## src/rtl/snoop_grant_ctl_if.sv

```systemverilog
// Handshake bundle between the tag tree root / snooper (master) and snoop_grant_ctl (slave).
interface snoop_grant_ctl_if #(
    parameter int TAG_SZ   = 5,
    parameter int NUM_BUFS = 32,
    parameter int CNT_W    = 16
);
    logic [TAG_SZ-1:0]   tag;
    logic                rdy;
    logic                ack;
    logic                sn_sop;
    logic                sn_eop;
    logic [TAG_SZ-1:0]   grant_tag;
    logic                grant_vld;
    logic [NUM_BUFS-1:0] buf_done;
    logic                drop;
    logic [CNT_W-1:0]    drop_cnt;

    modport master (
        output tag, rdy, sn_sop, sn_eop,
        input  ack, grant_tag, grant_vld, buf_done, drop, drop_cnt
    );

    modport slave (
        input  tag, rdy, sn_sop, sn_eop,
        output ack, grant_tag, grant_vld, buf_done, drop, drop_cnt
    );
endinterface

```

## src/rtl/snoop_grant_ctl.sv

```systemverilog
// Binds a free buffer tag from the tag tree root to the next snooped packet and strobes buf_done at EOP.
// Optional saturating drop counter enabled by defining SNOOP_GRANT_DROP_CNT_EN.
module snoop_grant_ctl #(
    parameter int TAG_SZ   = 5,
    parameter int NUM_BUFS = 32,
    parameter int CNT_W    = 16
) (
    input  logic             clk,
    input  logic             rst,
    snoop_grant_ctl_if.slave bus
);

    typedef enum logic [1:0] {
        IDLE,
        PRIMED,
        BUSY,
        DROPPING
    } state_t;

    state_t              state_q, state_d;
    logic [TAG_SZ-1:0]   grant_tag_q, grant_tag_d;
    logic                grant_vld_q, grant_vld_d;
    logic [NUM_BUFS-1:0] buf_done_q, buf_done_d;
    logic                drop_q, drop_d;
    logic [NUM_BUFS-1:0] done_onehot;
    logic                release_buf;

    // A start-of-packet in IDLE must win over the pop, so it also masks ack.
    assign bus.ack = (state_q == IDLE) && !bus.sn_sop && !rst;

    // Tags beyond NUM_BUFS simply match no bit and release nothing.
    always_comb begin
        done_onehot = '0;
        for (int i = 0; i < NUM_BUFS; i++) begin
            done_onehot[i] = (grant_tag_q == TAG_SZ'(i));
        end
    end

    always_comb begin
        state_d     = state_q;
        grant_tag_d = grant_tag_q;
        grant_vld_d = grant_vld_q;
        drop_d      = 1'b0;
        release_buf = 1'b0;
        buf_done_d  = '0;

        case (state_q)
            IDLE: begin
                if (bus.sn_sop) begin
                    drop_d  = 1'b1;
                    state_d = bus.sn_eop ? IDLE : DROPPING;
                end else if (bus.rdy) begin
                    grant_tag_d = bus.tag;
                    grant_vld_d = 1'b1;
                    state_d     = PRIMED;
                end
            end
            PRIMED: begin
                if (bus.sn_sop && bus.sn_eop) begin
                    release_buf = 1'b1;
                    state_d     = IDLE;
                end else if (bus.sn_sop) begin
                    state_d = BUSY;
                end
            end
            BUSY: begin
                if (bus.sn_eop) begin
                    release_buf = 1'b1;
                    state_d     = IDLE;
                end
            end
            DROPPING: begin
                if (bus.sn_eop) begin
                    state_d = IDLE;
                end
            end
            default: state_d = IDLE;
        endcase

        if (release_buf) begin
            grant_vld_d = 1'b0;
            buf_done_d  = done_onehot;
        end
    end

    always_ff @(posedge clk) begin
        if (rst) begin
            state_q     <= IDLE;
            grant_tag_q <= '0;
            grant_vld_q <= 1'b0;
            buf_done_q  <= '0;
            drop_q      <= 1'b0;
        end else begin
            state_q     <= state_d;
            grant_tag_q <= grant_tag_d;
            grant_vld_q <= grant_vld_d;
            buf_done_q  <= buf_done_d;
            drop_q      <= drop_d;
        end
    end

    assign bus.grant_tag = grant_tag_q;
    assign bus.grant_vld = grant_vld_q;
    assign bus.buf_done  = buf_done_q;
    assign bus.drop      = drop_q;

`ifdef SNOOP_GRANT_DROP_CNT_EN
    logic [CNT_W-1:0] drop_cnt_q, drop_cnt_d;

    // Counts on drop_d so the new value appears alongside the drop pulse.
    always_comb begin
        drop_cnt_d = drop_cnt_q;
        if (drop_d && (drop_cnt_q != '1)) begin
            drop_cnt_d = drop_cnt_q + CNT_W'(1);
        end
    end

    always_ff @(posedge clk) begin
        if (rst) begin
            drop_cnt_q <= '0;
        end else begin
            drop_cnt_q <= drop_cnt_d;
        end
    end

    assign bus.drop_cnt = drop_cnt_q;
`else
    assign bus.drop_cnt = '0;
`endif

endmodule
```

## src/flat_wrapper.sv

```systemverilog
// flat-port wrapper written by rule: the top's interface ports become plain ports
module snoop_grant_ctl_flat 
#(
    parameter int TAG_SZ   = 5,
    parameter int NUM_BUFS = 32,
    parameter int CNT_W    = 16
)
  (clk, rst, bus_tag, bus_rdy, bus_sn_sop, bus_sn_eop, bus_ack, bus_grant_tag, bus_grant_vld, bus_buf_done, bus_drop, bus_drop_cnt);
  snoop_grant_ctl_if #(.TAG_SZ(TAG_SZ), .NUM_BUFS(NUM_BUFS), .CNT_W(CNT_W)) bus_i ();
  input  logic clk;
  input  logic rst;
  input wire logic [$bits(bus_i.tag)-1:0] bus_tag;
  input wire logic [$bits(bus_i.rdy)-1:0] bus_rdy;
  input wire logic [$bits(bus_i.sn_sop)-1:0] bus_sn_sop;
  input wire logic [$bits(bus_i.sn_eop)-1:0] bus_sn_eop;
  output wire logic [$bits(bus_i.ack)-1:0] bus_ack;
  output wire logic [$bits(bus_i.grant_tag)-1:0] bus_grant_tag;
  output wire logic [$bits(bus_i.grant_vld)-1:0] bus_grant_vld;
  output wire logic [$bits(bus_i.buf_done)-1:0] bus_buf_done;
  output wire logic [$bits(bus_i.drop)-1:0] bus_drop;
  output wire logic [$bits(bus_i.drop_cnt)-1:0] bus_drop_cnt;
  assign bus_i.tag = bus_tag;
  assign bus_i.rdy = bus_rdy;
  assign bus_i.sn_sop = bus_sn_sop;
  assign bus_i.sn_eop = bus_sn_eop;
  assign bus_ack = bus_i.ack;
  assign bus_grant_tag = bus_i.grant_tag;
  assign bus_grant_vld = bus_i.grant_vld;
  assign bus_buf_done = bus_i.buf_done;
  assign bus_drop = bus_i.drop;
  assign bus_drop_cnt = bus_i.drop_cnt;
  snoop_grant_ctl #(.TAG_SZ(TAG_SZ), .NUM_BUFS(NUM_BUFS), .CNT_W(CNT_W)) u_core (.clk(clk), .rst(rst), .bus(bus_i));
endmodule
```

## config.mk

```make
export PLATFORM = sky130hd
export DESIGN_NAME = snoop_grant_ctl_flat
export DESIGN_NICKNAME = d
export VERILOG_FILES = /design/src/rtl/snoop_grant_ctl_if.sv /design/src/rtl/snoop_grant_ctl.sv /design/src/flat_wrapper.sv
export SDC_FILE = /design/constraint.sdc
export NUM_CORES = 1
export LEC_CHECK = 0
export ABC_AREA = 1
export CAP_MARGIN = 20
export CORE_MARGIN = 2
export CORE_UTILIZATION = 40
export DETAILED_ROUTE_END_ITERATION = 8
export GPL_TIMING_DRIVEN = 0
export PLACE_DENSITY = 0.79
export SLEW_MARGIN = 20
export SYNTH_ARGS = -nofsm -noshare
export SYNTH_HDL_FRONTEND = slang
export SYNTH_SLANG_ARGS = --single-unit
```

## constraint.sdc

```tcl
create_clock -name clk -period 3.1 [get_ports clk]
set_input_delay 0.465 -clock clk [delete_from_list [all_inputs] [get_ports clk]]
set_output_delay 0.465 -clock clk [all_outputs]
set_load 0.01 [all_outputs]
```

; ---- Word level (Yosys, flattened, before mapping)
; Index checks and enable logic that the tools add are counted.
; Widths: inputs -> output; s select.
[totals]
ff_bits = 41
memories = 0
in_bits = 10
output_inout_bits = 56
latchBits = 0
rom_bits = 0
mem_bits_rw = 0
[classes]
n_eq_ne = 37
mux = 11
mul = 0
magnitude_cmp = 0
addsub = 0
div_mod_pow = 0
n_shift = 0
n_reduce_logical = 13
bitwise_logic = 3
[op_table]
columns = operator, count
row1 = $eq 5x5->1 const B, 16
row2 = $eq 5x4->1 const B, 8
row3 = $eq 5x3->1 const B, 4
row4 = $mux 2, 6
row5 = $eq 5x2->1 const B, 2
row6 = $reduce_or 2->1, 4
row7 = $pmux 2 s3, 1
row8 = $reduce_and 3->1, 2
row9 = $eq 5x1->1 const B, 1
row10 = $logic_not 5->1, 1
row11 = $eq 2x2->1 const B, 2
row12 = $logic_and 1x1->1, 3
row13 = $mux 1, 3
row14 = $ne 3x2->1 const B, 1
row15 = $ne 3x3->1 const B, 1
row16 = $not 1->1, 3
row17 = $eq 2x1->1 const B, 1
row18 = $logic_not 1->1, 2
row19 = $logic_not 2->1, 1
row20 = $ne 2x1->1 const B, 1
row21 = $pmux 1 s2, 1

; ---- Longest topological paths before layout
[depth]
ltp_word = 5
mapped_depth = 7

; ---- Least setup slack after synthesis
; OpenSTA, ideal clock, no wires.
[synth_path]
path_kind = reg-to-output
from = register u_core.state_q[0]
to = output bus_ack
t_arrival_ns = 0.904
stages_incl_launch_ff = 5
slack_ns = 1.731
required_ns = 2.635
path_cell_list = dfxtp_1 inv_1 ha_1 inv_1 nor3_1
[synth_between]
elab_chain_len = 3
[synth_rtl]
columns = element, line
row1 = "start, declared", snoop_grant_ctl.sv:20  ; state_t state_q, state_d;
row2 = "start signal, assigned", snoop_grant_ctl.sv:94  ; state_q <= state_d;
row3 = $logic_not 2->1, snoop_grant_ctl.sv:29  ; assign bus.ack = (state_q == IDLE) && !bus.sn_sop && !rst;
row4 = $logic_and 1x1->1 (2 in series), snoop_grant_ctl.sv:29
row5 = "end, declared", flat_wrapper.sv:16  ; output wire logic [$bits(bus_i.ack)-1:0] bus_ack;
; Every way passes these cells.

; ---- Final worst setup path
[layout_path]
from = input bus_sn_sop
to = output bus_ack
[layout_between]
elab_chain_len = 3
[layout_rtl]
columns = element, line
row1 = "start, declared", flat_wrapper.sv:14  ; input wire logic [$bits(bus_i.sn_sop)-1:0] bus_sn_sop;
row2 = $logic_not 1->1, snoop_grant_ctl.sv:29
row3 = $logic_and 1x1->1 (2 in series), snoop_grant_ctl.sv:29
; Every way passes these cells.

==> flow_summary.yaml <==
run_status:
  outcome: "completed"
sta:
  fin_setup_tns_ns: 0
  fin_crit_ns: 2.205
  period_share: 0.7111
  max_freq_mhz: 453.6
  rsz0062_at_grt: "false"
  hold_ws_ns: 0.5313
  hold_violations: 0
  setup_viol: 0
  slew_viol_final: 0
  finalClockSkew_ns: 0.009751
setup_path:
  path_common_cell: "clkdlybuf4s50_1"
  cp_num_buf_inv: 2
  crit_type: "in -> out"
  cp_cell_sequence: "clkdlybuf4s50_1 > nor3_1 > clkdlybuf4s50_1"
  start_kind: "input pin"
  crit_path_max_fanout: 5
  cp_data_arrival_time_ns: 1.74
  end_kind: "primary output"
  required_ns: 2.63
  path_delay_family: "buffers and inverters"
  critical-path-slowest-cell: "clkdlybuf4s50_1"
  cpPeakStageDelay_ns: 0.56
power_and_ir_drop:
  p_leak_uw: 0.0009526
  power_density_nw_per_um2: 597.1
  total_power_uw: 1333
  irDropWorstVdd_mv: 0.2025
global_routing:
  grt_pass1_vias: 1134
  grt_max_degree: 13
  grt-ovfl-total: 0
  grtUsageTotal: 0.1603
  grt_antenna_before_repair: 0
  grt_pass1_wl_um: 5002
die:
  dieArea_um2: 4280
  initial_core_util: 0.4153
  die_w_um: 65.42
  row_count: 22
  dieHeight_um: 65.42
  io_pins: 66
  core_um2: 3633
worst_hold_path:
  hold_path_class: "reg -> reg"
clocking:
  cts_root_buf: "clkbuf_8"
  path_clk_slew_ns: 0.08
  cts_buffers: 5
  clockBufferDepth: 2
  ctsResizeCount: 0
  clock-sinks: 41
  clock_latency_ns: 0.30
  cts_max_level: 2
  cts_setup_buffers: 0
  postCtsHoldBufs: 0
  cts_tree: "yes"
layout:
  num-fill-cells: 350
  layout_common_cells: "clkdlybuf4s50_1 (49), nor2_1 (42), dfxtp_1 (41)"
  antenna_cells: 0
  fin_nets: 260
  post-route-util: 0.6143
  drive_gt1_frac: 0.1220
  syn2layout_area_growth_pct: 47.93
  final_common_cell: "clkdlybuf4s50_1"
flow_run:
  max_cap_viol_count: 0
synth:
  synth_cell_types: 16
  synth_top_cell_by_area: "dfxtp_1"
  ys_ff_latch: 41
  synth_seq_area_share: 0.5439
  synth.area.top_cells: "dfxtp_1 (54%), nor2_1 (10%), buf_4 (8.5%)"
  avgSynthCellArea_um2: 8.672
  yosysWarnings: 0
  netlist_area_um2: 1509
  synth_cells: 174
  synth_top_area_share: 0.5439
route:
  wl_um: 2996
  drt_drc_violations_left: 0
  viasPerCell: 4.201
  routedWlPerCell_um: 10.19
  antenna_left: 0
  firstDrtPassIters: 4
  drt_iter0_drc: 55
  via_count: 1235
placed_design:
  gp_congestion: 0.8745
  dp_hpwl_um: 2278
  io_buffers: 49
worst paths after layout:
kind                           start                 endpoint  slack, ns  cells past startpoint
max                       bus_sn_sop                  bus_ack       0.90                      3
min          u_core.bus.grant_tag[3]  u_core.bus.grant_tag[3]       0.53                      2
max reg2reg        u_core.state_q[0]  u_core.bus.buf_done[25]       1.64                      7
min reg2reg  u_core.bus.grant_tag[3]  u_core.bus.grant_tag[3]       0.53                      2
Yosys cell counts, drive strengths merged:
master / number
a21o: 1
a21oi: 7
buf: 19
conb: 1
dfxtp: 41
ha: 5
inv: 16
nand2: 27
nand3: 2
nand4: 3
nor2: 42
nor3: 2
o21ai: 8
through the flow:
step	instances	area [um^2]	setup WS, ns
floorplan	189	1565	1.731
global placement	286	2116	0.9189
detailed placement	286	2116	0.9020
CTS	294	2232	0.8781
global route	294	2232	0.7539
finish	294	2232	0.8955
flip-flops by register name, summed over array words and instances, names as in the netlist:
signal                cells
u_core.bus.drop           1
u_core.state_q            2
u_core.bus.buf_done      32
u_core.bus.grant_tag      5
u_core.bus.grant_vld      1
cell type report:
type	count	area (um^2)	share of cell area
sequential	41	820.8	0.3677
multi-input combinational	113	534.3	0.2393
timing repair buffer	49	490.5	0.2197
buffer	19	150.1	0.06726
clock buffer	7	86.33	0.03868
inverter	16	60.06	0.02691
tap	48	60.06	0.02691
clock inverter	1	30.03	0.01345
where the power goes:
part / leakage [uW] / switching, uW / internal (uW) / total (uW)
registers: 0.000332 / 24.7 / 556 / 580
clock network: 0.0000585 / 175 / 262 / 437
logic: 0.000562 / 186 / 129 / 315
total: 0.000953 / 386 / 947 / 1330
metal layers:
layer  vias to the layer above  GRT usage  share of wire  wire (um)
li1                        645          -              -          -
met2                        46     0.2628           0.48       1439
met4                         0     0.1016          0.028         85
met1                       537     0.1804           0.42       1254
met3                         7    0.04966          0.072        216
met5                         -          0              0          0
worst register-to-register path, cell delays in order (launching register included):
cell and delay [ns]:
dfxtp_1 0.37, inv_1 0.11, ha_1 0.29, nand2_1 0.04, inv_1 0.15, nand4_4 0.17
buf_6 0.18, nor2_1 0.09
kinds of logic after synthesis:
logic type | after synthesis | share of synthesized area
compound gates | 16 | 0.05556
fa+ha+maj | 5 | 0.04146
buf+inv | 35 | 0.1393
flops | 41 | 0.5439
other cells | 1 | 0.002485
simple gates | 76 | 0.2173
Power figures use the tool's default switching activity.
